## src/rtl/serial_adder.sv

```systemverilog
// Bit-serial LSB-first adder: one full-add per clock through a single carry flop.
// Loads operands on start and updates sum/cout/ovf together with a one-cycle done pulse.
module serial_adder #(
  parameter  int WIDTH = 8,
  localparam int CNT_W = $clog2(WIDTH + 1)
) (
  input  logic             clk,
  input  logic             rst,
  input  logic             start,
  input  logic [WIDTH-1:0] a,
  input  logic [WIDTH-1:0] b,
  input  logic             cin,
  output logic             busy,
  output logic             done,
  output logic [WIDTH-1:0] sum,
  output logic             cout,
  output logic             ovf
);

  typedef enum logic [1:0] {IDLE, RUN, DONE} state_e;

  state_e             state_q, state_d;
  logic [WIDTH-1:0]   a_sh_q, a_sh_d;
  logic [WIDTH-1:0]   b_sh_q, b_sh_d;
  logic [WIDTH-2:0]   s_sh_q, s_sh_d;
  logic               carry_q, carry_d;
  logic [CNT_W-1:0]   cnt_q, cnt_d;
  logic [WIDTH-1:0]   sum_q, sum_d;
  logic               cout_q, cout_d;
  logic               ovf_q, ovf_d;

  logic               s_bit;
  logic               carry_nx;
  logic               last;
  logic               load;
  logic [WIDTH-1:0]   s_cat;

  assign s_bit    = a_sh_q[0] ^ b_sh_q[0] ^ carry_q;
  assign carry_nx = (a_sh_q[0] & b_sh_q[0]) | (a_sh_q[0] & carry_q) | (b_sh_q[0] & carry_q);
  assign last     = (cnt_q == CNT_W'(WIDTH - 1));
  // A new operation may start from IDLE or straight out of DONE.
  assign load     = start && (state_q != RUN);
  assign s_cat    = {s_bit, s_sh_q};

  // NOTE: every always_comb output gets a default first, so no path infers a latch.
  always_comb begin
    state_d = state_q;
    unique case (state_q)
      IDLE:    if (start) state_d = RUN;
      RUN:     if (last)  state_d = DONE;
      DONE:    state_d = start ? RUN : IDLE;
      default: state_d = IDLE;
    endcase
  end

  always_comb begin
    a_sh_d  = a_sh_q;
    b_sh_d  = b_sh_q;
    s_sh_d  = s_sh_q;
    carry_d = carry_q;
    cnt_d   = cnt_q;
    sum_d   = sum_q;
    cout_d  = cout_q;
    ovf_d   = ovf_q;
    if (load) begin
      a_sh_d  = a;
      b_sh_d  = b;
      carry_d = cin;
      cnt_d   = '0;
    end else if (state_q == RUN) begin
      a_sh_d  = a_sh_q >> 1;
      b_sh_d  = b_sh_q >> 1;
      s_sh_d  = s_cat[WIDTH-1:1];
      carry_d = carry_nx;
      cnt_d   = cnt_q + CNT_W'(1);
      if (last) begin
        // On the MSB step carry_q is the carry into the MSB.
        sum_d  = s_cat;
        cout_d = carry_nx;
        ovf_d  = carry_q ^ carry_nx;
      end
    end
  end

  always_comb begin
    busy = (state_q == RUN);
    done = (state_q == DONE);
  end

  // NOTE: sequential state uses non-blocking assignments so all flops update together.
  always_ff @(posedge clk) begin
    if (rst) begin
      state_q <= IDLE;
      a_sh_q  <= '0;
      b_sh_q  <= '0;
      s_sh_q  <= '0;
      carry_q <= 1'b0;
      cnt_q   <= '0;
      sum_q   <= '0;
      cout_q  <= 1'b0;
      ovf_q   <= 1'b0;
    end else begin
      state_q <= state_d;
      a_sh_q  <= a_sh_d;
      b_sh_q  <= b_sh_d;
      s_sh_q  <= s_sh_d;
      carry_q <= carry_d;
      cnt_q   <= cnt_d;
      sum_q   <= sum_d;
      cout_q  <= cout_d;
      ovf_q   <= ovf_d;
    end
  end

  assign sum  = sum_q;
  assign cout = cout_q;
  assign ovf  = ovf_q;

endmodule

```

## config.mk

```make
export PLATFORM = sky130hd
export DESIGN_NAME = serial_adder
export DESIGN_NICKNAME = d
export VERILOG_FILES = /design/src/rtl/serial_adder.sv
export SDC_FILE = /design/constraint.sdc
export NUM_CORES = 1
export LEC_CHECK = 0
export ABC_AREA = 1
export BUFFER_PORTS_ARGS = -buffer_cell sky130_fd_sc_hd__clkbuf_2
export CORE_ASPECT_RATIO = 1.75
export CORE_MARGIN = 1
export CORE_UTILIZATION = 55
export CTS_CLUSTER_SIZE = 40
export DETAILED_ROUTE_END_ITERATION = 10
export GPL_ROUTABILITY_DRIVEN = 0
export PLACE_DENSITY = 0.85
export REMOVE_ABC_BUFFERS = 1
export SYNTH_ARGS = -nofsm -noshare
export SYNTH_HDL_FRONTEND = slang
export SYNTH_SLANG_ARGS = --single-unit
```

## constraint.sdc

```tcl
create_clock -name clk -period 3.5 [get_ports clk]
set_input_delay 0.175 -clock clk [delete_from_list [all_inputs] [get_ports clk]]
set_output_delay 0.175 -clock clk [all_outputs]
set_load 0.02 [all_outputs]
```

---- Word level (Yosys, flattened, before mapping) ----
Index checks and enable logic that the tools add are counted.
word-level totals
  logic and storage cells ................. 42
  bits in registers ....................... 40
  output and inout bits ................... 12
cells by class
  equal/unequal tests ..................... 6
  bitwise logic cells ..................... 9
  $add $sub $neg .......................... 1
  reductions and logical operators ........ 7
  multiplexer cells ....................... 10
operators with widths
  operator                                                         count
  8-bit 2-to-1 mux                                                 4
  2-bit case mux with 3 select lines                               1
  4-bit by 1-bit adder with 4-bit output, second input constant    1
  4-bit by 3-bit == test with 1-bit output, second input constant  1
  2-bit 2-to-1 mux                                                 2
  2-bit by 1-bit != test with 1-bit output, second input constant  2
  2-bit AND reduction                                              2
  1-bit AND                                                        3
  1-bit 2-to-1 mux                                                 3
  3-bit AND reduction                                              1
  1-bit XOR                                                        3
  2-bit by 1-bit == test with 1-bit output, second input constant  1
  2-bit == test, second input constant                             1
  2-bit zero test                                                  1
  2-bit != test, second input constant                             1
  1-bit bitwise OR                                                 2
  2-bit nonzero test                                               1
  2-bit OR reduction                                               1
  1-bit logical AND                                                1
  1-bit inverter                                                   1

---- Depth between registers and ports, before layout ----
Gate-level depths: netlist of run 1.
  depth after elaboration ................. 5
  depth in mapped cells ................... 7
  gate-level depth less buffers ........... 7

---- Worst setup path after synthesis of run 1 ----
No wires, ideal clock.
  path type ............................... register to register
  start ................................... register cnt_q[0]
  end ..................................... register ovf_q (netlist: ovf)
  data arrival time ....................... 1078 ps
  setup slack ............................. 2310 ps
  library setup time ...................... 113 ps
  data required time ...................... 3387 ps
  stages on the path, launching flop included .. 8
  path buffers ............................ 1
  cell sequence ........................... dfxtp_1 ha_1 nand2_1 nor2_4 nand2_2 buf_6 nor2_1 nor2_1
between the ends
  longest elaborated chain between the ends .. 2
ends and longest elaborated chain
  item                                      RTL line  text
  start: declaration                        27        logic [CNT_W-1:0] cnt_q, cnt_d;
  start signal: assignment                  108       cnt_q <= cnt_d;
  4-bit by 3-bit == test with 1-bit output  40        assign last = (cnt_q == CNT_W'(WIDTH - 1));
  3-bit AND reduction (no source line)      n/a
  end signal: assignment                    111       ovf_q <= ovf_d;
  end: declaration                          30        logic ovf_q, ovf_d;
No other way between the ends.
A chain may end at the register's enable or synchronous reset.

---- Final worst setup path of run 1 ----
  start ................................... register state_q[0]
  end ..................................... output busy
between the ends
  longest elaborated chain between the ends .. 1
ends and longest elaborated chain
  item                                      RTL line  text
  start: declaration                        22        state_e state_q, state_d;
  start signal: assignment                  103       state_q <= state_d;
  2-bit by 1-bit == test with 1-bit output  86        busy = (state_q == RUN);
  end: declaration                          13        output logic busy,
No other way between the ends.

==> summary by stage, run 1 <==
Route
The total via count after detailed routing is 1568. In the final routed layout, each cell accounts on average for 10.6 um. The total wire length is 3.21 mm. For this block, the initial DRC count from the detailed router was 52.

The residual antenna-violating net count after detailed routing is 0. Using the TritonRoute via totals, the vias-per-cell ratio works out to 5.16. The first-pass iteration count of the detailed router is 4. In the routed design, unresolved DRC markers number 0.

Timing
The clock period minus worst slack is 1.74 ns. The worst pin sits at a relative slew slack of 54.2%. For the pin with the worst max-slew slack, the measured transition is 0.684 ns. Across the routed clock network, the largest skew measured is 0.00309 ns. The max-slew violation total from the final report is 0. The final-layout setup total negative slack is 0 ns. The share of the clock period used by the worst path is 49.7%.

Derived from the worst setup path, the maximum achievable clock frequency is 575 MHz. Setup repair after global routing left no endpoint under its margin. Setup violations remaining at the end of the flow were counted as 0.

The total count of hold-check failures in the final report is 0.

Power and ir drop
The cell area power density is 456 nW/um^2. The largest voltage drop on the vdd net is 0.000315 V. Power comes to 0.880 mW.

In this run the static leakage power is 0.978 nW.

GRT
The via count of the first global-routing pass came to 1368. The first global-routing pass estimated 5.55 mm of wire. The maximum number of pins on one net before global-route repair is 44. The overall global routing resource usage is 21.7%.

For this run the aggregate overflow at the end of global routing stands at 0. The number of antenna violations at the first check in global routing is 0.

Yosys
The average instance area after synthesis is 7.26 sq um. The cell type with the highest aggregate area in the netlist is sky130_fd_sc_hd__dfxtp_1. The multiplexer share of the synthesized area is 0%. The number of instances in the synthesized netlist is 241.

The share of synthesized area occupied by flip-flops and latches is 45.7%. The synthesized netlist devotes 37.3% of its cell area to simple gates. The fraction of synthesized cell area taken by the top area cell type is 45.7%.

Summing the areas of all compound-gate instances in the mapped netlist gives 4.00% of the synthesized area. By area the synthesized netlist is led by sky130_fd_sc_hd__dfxtp_1, sky130_fd_sc_hd__nand3_1, sky130_fd_sc_hd__nand2_1, sky130_fd_sc_hd__nor2_1, sky130_fd_sc_hd__inv_1. After synthesis the netlist holds a flip-flop and latch count of 40. Of the total synthesized cell area, the portion taken by XOR and XNOR cells is 1.00%. The post-synthesis share of cell area spent on full adders, half adders and majority gates is 1.86%. The cell area that synthesis handed to floorplanning was 1750 sq um.

The Yosys step of the flow raised 0 warnings. The combinational family with the most area after synthesis is simple AND/OR/NAND/NOR gates. The count of distinct cell types in the synthesized netlist is 17.

Min path
The min-delay analysis places its worst path in the category input pin to flop.

Clock tree
The CTS tree is yes. The maximum buffer depth of the clock tree is 2. Clock tree synthesis inserted a total of 5 buffers. The clock transition at the register clock pins on the worst setup and hold paths after CTS is 0.07 ns. The number of buffers added for setup after CTS is 0. The level count of the clock H-tree is 2. The number of buffers added to fix hold violations after cts is 0. The number of gates given a new drive strength after cts is 0. Clock tree synthesis found a total of 40 sinks. The clock reaches the later pin of the worst-skew pair after 0.29 ns. Clock tree synthesis selected as its root buffer the cell sky130_fd_sc_hd__clkbuf_8.

Floorplan
The floorplan has 26 rows. Measured along the y axis, the die boundary spans 76.6 um. For this configuration, the core starts out at a cell density of 59.1%. The placeable core region is 2960 sq um. The floorplan step defined a die boundary enclosing 3420 sq um. The width of the die is 44.6 um. The total I/O pin count is 32.

Layout
Cells with a size suffix above 1 make up 16.4% of the layout. The layout has 278 filler cells. In the final design database the tool counted 286 nets.

0 antenna diodes ended up in the layout. In the final layout, the multi-input gates occupy 773 sq um. The area added between synthesis and finish is 10.2%. The area taken by flip-flops and latches is 801 sq um. Cells fill 65.2% of the core in the end.

Placement
The wire-length estimate of the detail-placed layout is 2.11 mm. Buffers placed on the I/O ports in this run total 31.

Setup path
The type of the worst setup path is flop to output pin. STA classifies the critical path startpoint as a flop. The worst endpoint required time is 3.32 ns. The worst register-to-register path has a setup slack of 1.77 ns. The data arrival at the endpoint of the critical path is 1.56 ns. STA classifies the critical path endpoint as an output pin.

The worst-path maximum fanout is 31.

Status
The flow ran to the end, and the final reports show no timing, DRC or antenna violations.

Run
The number of violations of the max-capacitance limit is 0.
## synth_stat cells
cell type / number
sky130_fd_sc_hd__a21oi_1: 6
sky130_fd_sc_hd__buf_2: 6
sky130_fd_sc_hd__buf_4: 7
sky130_fd_sc_hd__buf_6: 1
sky130_fd_sc_hd__clkbuf_1: 1
sky130_fd_sc_hd__dfxtp_1: 40
sky130_fd_sc_hd__fa_1: 1
sky130_fd_sc_hd__ha_1: 1
sky130_fd_sc_hd__inv_1: 19
sky130_fd_sc_hd__inv_2: 2
sky130_fd_sc_hd__nand2_1: 60
sky130_fd_sc_hd__nand2_2: 2
sky130_fd_sc_hd__nand3_1: 59
sky130_fd_sc_hd__nor2_1: 23
sky130_fd_sc_hd__nor2_4: 3
sky130_fd_sc_hd__o21ai_0: 8
sky130_fd_sc_hd__xor2_1: 2
## critical path: stages (launching register included)
cell and delay (ns):
sky130_fd_sc_hd__dfxtp_1 0.38, sky130_fd_sc_hd__inv_2 0.07, sky130_fd_sc_hd__nor2_4 0.52, sky130_fd_sc_hd__clkbuf_2 0.29
## where the power goes
| part | leakage (nW) | internal (mW) | switching (mW) |
|---|---|---|---|
| sequential | 0.326 | 0.480 | 0.0165 |
| combinational | 0.615 | 0.0385 | 0.0726 |
| clock | 0.0359 | 0.128 | 0.144 |
## final cells by class
class | instances | area share (%)
inverters | 21 | 4.09
repair buffers | 31 | 8.04
well taps | 42 | 2.72
flip-flops and latches | 40 | 41.5
clock buffers | 5 | 3.57
multi-input cells | 165 | 40.1
## layer usage
layer,GRT usage [%],vias to the layer above,wire [um]
li1,-,808,-
met1,23.3,712,1350
met2,36.5,40,1640
met3,4.27,8,121
met4,13.6,0,99
met5,0,-,0
## state kept, by name (all words and copies together) (netlist names)
name / cells
a_sh_q: 8
b_sh_q: 8
sum: 8
s_sh_q: 7
cnt_q: 4
state_q: 2
carry_q: 1
cout: 1
ovf: 1
## cell families after synthesis
family,after synthesis
flops,40
buf+inv,36
fa+ha+maj,2
xor+xnor,2
compound gates,14
simple gates,147
## stage by stage
step | worst slack, ns | std cells | hold slack, ns | area, sq um
floorplan | 2.03 | 226 | 0.244 | 1650
global placement | 1.87 | 299 | 0.430 | 1860
detailed placement | 1.77 | 299 | 0.436 | 1860
CTS | 1.75 | 304 | 0.125 | 1930
global route | 1.60 | 304 | 0.152 | 1930
finish | 1.76 | 304 | 0.131 | 1930
## placed cells by master (no fill, tap or decap), types with 3 or more instances in the layout
cell	n
sky130_fd_sc_hd__nor2_1	23
sky130_fd_sc_hd__nand2_1	60
sky130_fd_sc_hd__a21oi_1	6
sky130_fd_sc_hd__dfxtp_1	40
sky130_fd_sc_hd__inv_1	19
sky130_fd_sc_hd__nand3_1	59
sky130_fd_sc_hd__nor2_4	3
sky130_fd_sc_hd__clkbuf_2	31
sky130_fd_sc_hd__o21ai_0	8
sky130_fd_sc_hd__clkbuf_8	5
## worst paths after layout
check | from | end | cells after the start
max | state_q[0] | busy | 3
min | b[7] | b_sh_q[7] | 3
max reg2reg | state_q[0] | sum[1] | 6
min reg2reg | s_sh_q[3] | sum[3] | 2
No activity file was read; power rests on OpenSTA's default activity.
==> run 2: changes to the inputs <==
--- a/config.mk
+++ b/config.mk
@@ -5,15 +5,15 @@
 export SDC_FILE = /design/constraint.sdc
 export NUM_CORES = 1
 export LEC_CHECK = 0
-export ABC_AREA = 1
+export ABC_AREA = 0
 export BUFFER_PORTS_ARGS = -buffer_cell sky130_fd_sc_hd__clkbuf_2
 export CORE_ASPECT_RATIO = 1.75
 export CORE_MARGIN = 1
-export CORE_UTILIZATION = 55
+export CORE_UTILIZATION = 53
 export CTS_CLUSTER_SIZE = 40
 export DETAILED_ROUTE_END_ITERATION = 10
 export GPL_ROUTABILITY_DRIVEN = 0
-export PLACE_DENSITY = 0.85
+export PLACE_DENSITY = 0.83
 export REMOVE_ABC_BUFFERS = 1
 export SYNTH_ARGS = -nofsm -noshare
 export SYNTH_HDL_FRONTEND = slang
==> constraint.sdc (replaced) <==
create_clock -name clk -period 1.8 [get_ports clk]
set_input_delay 0.09 -clock clk [delete_from_list [all_inputs] [get_ports clk]]
set_output_delay 0.09 -clock clk [all_outputs]
set_load 0.02 [all_outputs]
==> run 2 against run 1 <==
Compared with the run above: non-clock buffer count rose by 2; via count fell by 14%; wire length shrank 6.7%; flip-flop and latch count did not move; final cell count decreased by 18%; critical path depth stayed put; synthesized cell count down 25%; combinational power rose by 70%; first-iteration DRC count is 42% lower; clock skew grew 0.0063 ns; critical path type unchanged; critical endpoint unchanged; largest cell class unchanged; largest power group unchanged; highest routed layer unchanged.
==> summary by stage, run 2 <==
Route
The residual antenna-violating net count after detailed routing came to 0 (unchanged). The remaining routing DRC violations is 0 (unchanged). The total via count after detailed routing is 1352 (was 1568). The total wire length came to 3.00 mm (was 3.21 mm).

The number of vias per cell came to 5.45 (was 5.16). The detailed-route wire length per cell is 12.1 um (was 10.6 um). The first-pass iteration count of the detailed router is 4 (unchanged). The count of routing violations after the opening detailed-route iteration is 30 (was 52).

Setup path
The data arrival at the endpoint of the critical path is 1.44 ns (was 1.56 ns). The worst-path maximum fanout is 26 (was 31). The element type at the critical path start is a flop (unchanged). The worst endpoint required time is 1.71 ns (was 3.32 ns).

The critical path's top delay family is buffers and inverters (was simple AND/OR/NAND/NOR gates). The worst stage delay on the critical path is 0.34 ns (was 0.52 ns). The buffering stage count on the worst path with inverters included came to 2 (unchanged).

The type of the worst setup path is flop to output pin (unchanged). Crit-path cells: nand2b_2 -> inv_2 -> clkbuf_2 (was inv_2 -> nor2_4 -> clkbuf_2). The category of the worst setup path capture point was an output pin (unchanged). The slowest cell on the critical path was sky130_fd_sc_hd__inv_2 (was sky130_fd_sc_hd__nor2_4).

Clock tree
The maximum buffer depth of the clock tree is 2 (unchanged). The number of buffers added to fix hold violations after cts is 0 (unchanged). The number of gates given a new drive strength after cts is 0 (unchanged). The level count of the clock H-tree came to 2 (unchanged). The CTS tree was yes (unchanged). The number of buffers added for setup after CTS is 0 (unchanged).

The clock transition at the register clock pins on the worst setup and hold paths after CTS came to 0.08 ns (was 0.07 ns). The number of buffers created by CTS is 5 (unchanged). The buffer cell driving the clock tree root was sky130_fd_sc_hd__clkbuf_8 (unchanged). The clock sink total came to 40 (unchanged). The clock latency reported for the late side of the worst-skew pair is 0.29 ns (about the same).

Power and ir drop
The static leakage was 0.783 nW (was 0.978 nW). The share of total power in the clock network is 38.5% (was 30.9%). The proportion of total power due to net switching is 23.8% (was 26.4%). The switching power is 0.442 mW (was 0.233 mW). The design internal power is 1.42 mW (was 0.647 mW). The combinational power share came to 10.1% (was 12.6%). The cell area power density is 971 nW/um^2 (was 456 nW/um^2). The relative contribution of sequential cells to total power is 51.3% (was 56.5%). The largest voltage drop on the vdd net came to 0.000622 V (was 0.000315 V).

GRT
The maximum number of pins on one net before global-route repair came to 41 (was 44). The via count of the first global-routing pass is 1220 (was 1368). The number of antenna violations at the first check in global routing is 0 (unchanged). The wire length of the first global-routing pass came to 5.09 mm (was 5.55 mm). The overall global routing resource usage is 19.6% (was 21.7%). The global route total overflow came to 0 (unchanged).

Run
The number of violations of the max-capacitance limit was 0 (unchanged).

Layout
The area added between synthesis and finish was 15.0% (was 10.2%). The most common cell after layout, fill and taps aside is sky130_fd_sc_hd__dfxtp_1 (was sky130_fd_sc_hd__nand2_1). The core occupancy in the finished layout came to 64.7% (was 65.2%). The proportion of layout cells with a drive suffix above 1 is 21.8% (was 16.4%). The net count of the finished layout is 227 (was 286).

The antenna diode instance count is 0 (unchanged). Leading cell types in the layout, fill and taps excluded: sky130_fd_sc_hd__dfxtp_1, sky130_fd_sc_hd__clkbuf_2, sky130_fd_sc_hd__a21oi_1 (was sky130_fd_sc_hd__nand2_1, sky130_fd_sc_hd__nand3_1, sky130_fd_sc_hd__dfxtp_1).

Placement
The port buffer count came to 31 (unchanged). The sum of net half-perimeters after detailed placement is 2.08 mm (was 2.11 mm).

Timing
Setup repair after global routing missed its margin: false (unchanged). The final-layout setup total negative slack is 0 ns (unchanged). The tightest slew margin relative to the limit is 48.3% (was 54.2%). The setup clock skew after layout is 0.00943 ns (was 0.00309 ns). The number of setup violations in the final report came to 0 (unchanged).

The worst path uses 84.9% of the clock period. The maximum clock frequency is 654 MHz. The final hold slack came to 0.116 ns (was 0.131 ns).

The max-slew violation total from the final report is 0 (unchanged). The transition time at the pin with the least slew margin was 0.776 ns (was 0.684 ns). The total count of hold-check failures in the final report is 0 (unchanged). The clock period minus worst slack is 1.53 ns.

Floorplan
The height of the die is 76.1 um (was 76.6 um). The width of the die is 44.4 um (was 44.6 um). The number of cell rows is 26 (unchanged). The initial standard-cell utilization of the core is 56.2% (was 59.1%). The overall die area is 3380 sq um (was 3420 sq um). The total I/O pin count came to 32 (unchanged).

The placeable core region is 2960 sq um (unchanged).

Yosys
The proportion of register bits with asynchronous set or reset after synthesis is 0% (unchanged). The synthesized-area fraction occupied by ao, oa, aoi and oai cells came to 17.4% (was 4.00%). The multiplexer share of the synthesized area is 11.1% (was 0%).

The main flop type after synthesis is sky130_fd_sc_hd__dfxtp_1 (unchanged). The count of distinct cell types in the synthesized netlist was 26 (was 17). The register bit count reported by yosys was 40 (unchanged). The combinational family with the most area after synthesis is compound AO/OA/AOI/OAI gates (was simple AND/OR/NAND/NOR gates). The number of instances in the synthesized netlist is 181 (was 241). The share of synthesized area occupied by flip-flops and latches was 48.1% (was 45.7%). The number of enable flip-flop cells after synthesis was 0 (unchanged). Top cells by area in the synthesized netlist: sky130_fd_sc_hd__dfxtp_1, sky130_fd_sc_hd__mux2i_1, sky130_fd_sc_hd__a211oi_1, sky130_fd_sc_hd__a21oi_1, sky130_fd_sc_hd__nor2_1 (was sky130_fd_sc_hd__dfxtp_1, sky130_fd_sc_hd__nand3_1, sky130_fd_sc_hd__nand2_1, sky130_fd_sc_hd__nor2_1, sky130_fd_sc_hd__inv_1). The post-synthesis instance area is 1660 sq um (was 1750 sq um). Commonest cells in the netlist: sky130_fd_sc_hd__dfxtp_1, sky130_fd_sc_hd__a21oi_1, sky130_fd_sc_hd__mux2i_1 (was sky130_fd_sc_hd__nand2_1, sky130_fd_sc_hd__nand3_1, sky130_fd_sc_hd__dfxtp_1). The fraction of synthesized cell area taken by the top area cell type was 48.1% (was 45.7%). The average instance area after synthesis is 9.19 sq um (was 7.26 sq um). The post-synthesis share of cell area spent on full adders, half adders and majority gates is 1.95% (was 1.86%). The cell type with the highest aggregate area in the netlist is sky130_fd_sc_hd__dfxtp_1 (unchanged). The simple-gate portion of the synthesized area was 15.4% (was 37.3%).

The XOR/XNOR share of the synthesized area is 0.526% (was 1.00%). The most used standard cell by instance count after synthesis is sky130_fd_sc_hd__dfxtp_1 (was sky130_fd_sc_hd__nand2_1). The yosys synthesis warning count is 0 (unchanged).

Min path
The path category of the worst min-delay check is input pin to flop (unchanged).

Status
Outcome: finished, final reports clean (unchanged).
## run 2: layout make-up
cell class / count / area, sq um
Timing Repair Buffer: 33 / 170
Multi-Input combinational cell: 124 / 776
Tap cell: 42 / 52.6
Sequential cell: 40 / 801
Fill cell: 248 / 1050
Clock buffer: 5 / 68.8
Clock inverter: 3 / 42.5
Inverter: 1 / 3.75
## run 2: power by group through the flow
stage / Combinational [mW] / Clock [mW] / Sequential, mW
3_3_place_gp: 0.179 / 0 / 0.971
2_1_floorplan: 0.118 / 0 / 0.967
4_1_cts: 0.190 / 0.731 / 0.954
6_report: 0.189 / 0.716 / 0.955
3_5_place_dp: 0.188 / 0 / 0.974
5_1_grt: 0.209 / 0.769 / 0.960
## run 2: path summary, 6_finish.rpt
| path | from | cells past startpoint | to | slack, ns |
|---|---|---|---|---|
| worst max-delay path | state_q[1] | 3 | busy | 0.27 |
| worst min-delay path | a[7] | 3 | a_sh_q[7] | 0.12 |
| worst max register to register | cnt_q[0] | 4 | ovf | 0.36 |
| worst min register to register | s_sh_q[0] | 2 | s_sh_q[0] | 0.47 |
## run 2: cells by family after synthesis
| group | count (synthesis) |
|---|---|
| xor+xnor | 1 |
| fa+ha+maj | 2 |
| compound gates | 48 |
| buf+inv | 17 |
| simple gates | 55 |
| mux | 18 |
| flops | 40 |
## run 2: per-stage QoR
step | total power [mW] | std cells | instance area, sq um | setup slack [ns]
after floorplan | 1.09 | 165 | 1580 | -0.358
after global placement | 1.15 | 240 | 1800 | 0.449
after detailed placement | 1.16 | 240 | 1800 | 0.375
after CTS | 1.87 | 248 | 1910 | 0.265
after global routing | 1.94 | 248 | 1910 | 0.167
final | 1.86 | 248 | 1910 | 0.272
## run 2: worst reg2reg max path: cells and delay by family, from the launching register on
| family | cells | cell delay, ns |
|---|---|---|
| AOI/OAI and AO/OA | 2 | 0.36 |
| and+or+nand+nor | 1 | 0.40 |
| adders and majority gates | 1 | 0.22 |
| DFF | 1 | 0.38 |
## run 2: per-layer routing
| layer | GRT usage, % | vias up | part of all wire, % |
|---|---|---|---|
| met5 | 0 | - | 0 |
| met1 | 22.7 | 633 | 42 |
| li1 | - | 685 | - |
| met2 | 32.5 | 29 | 53 |
| met4 | 7.27 | 0 | 1.6 |
| met3 | 6.16 | 5 | 4.2 |
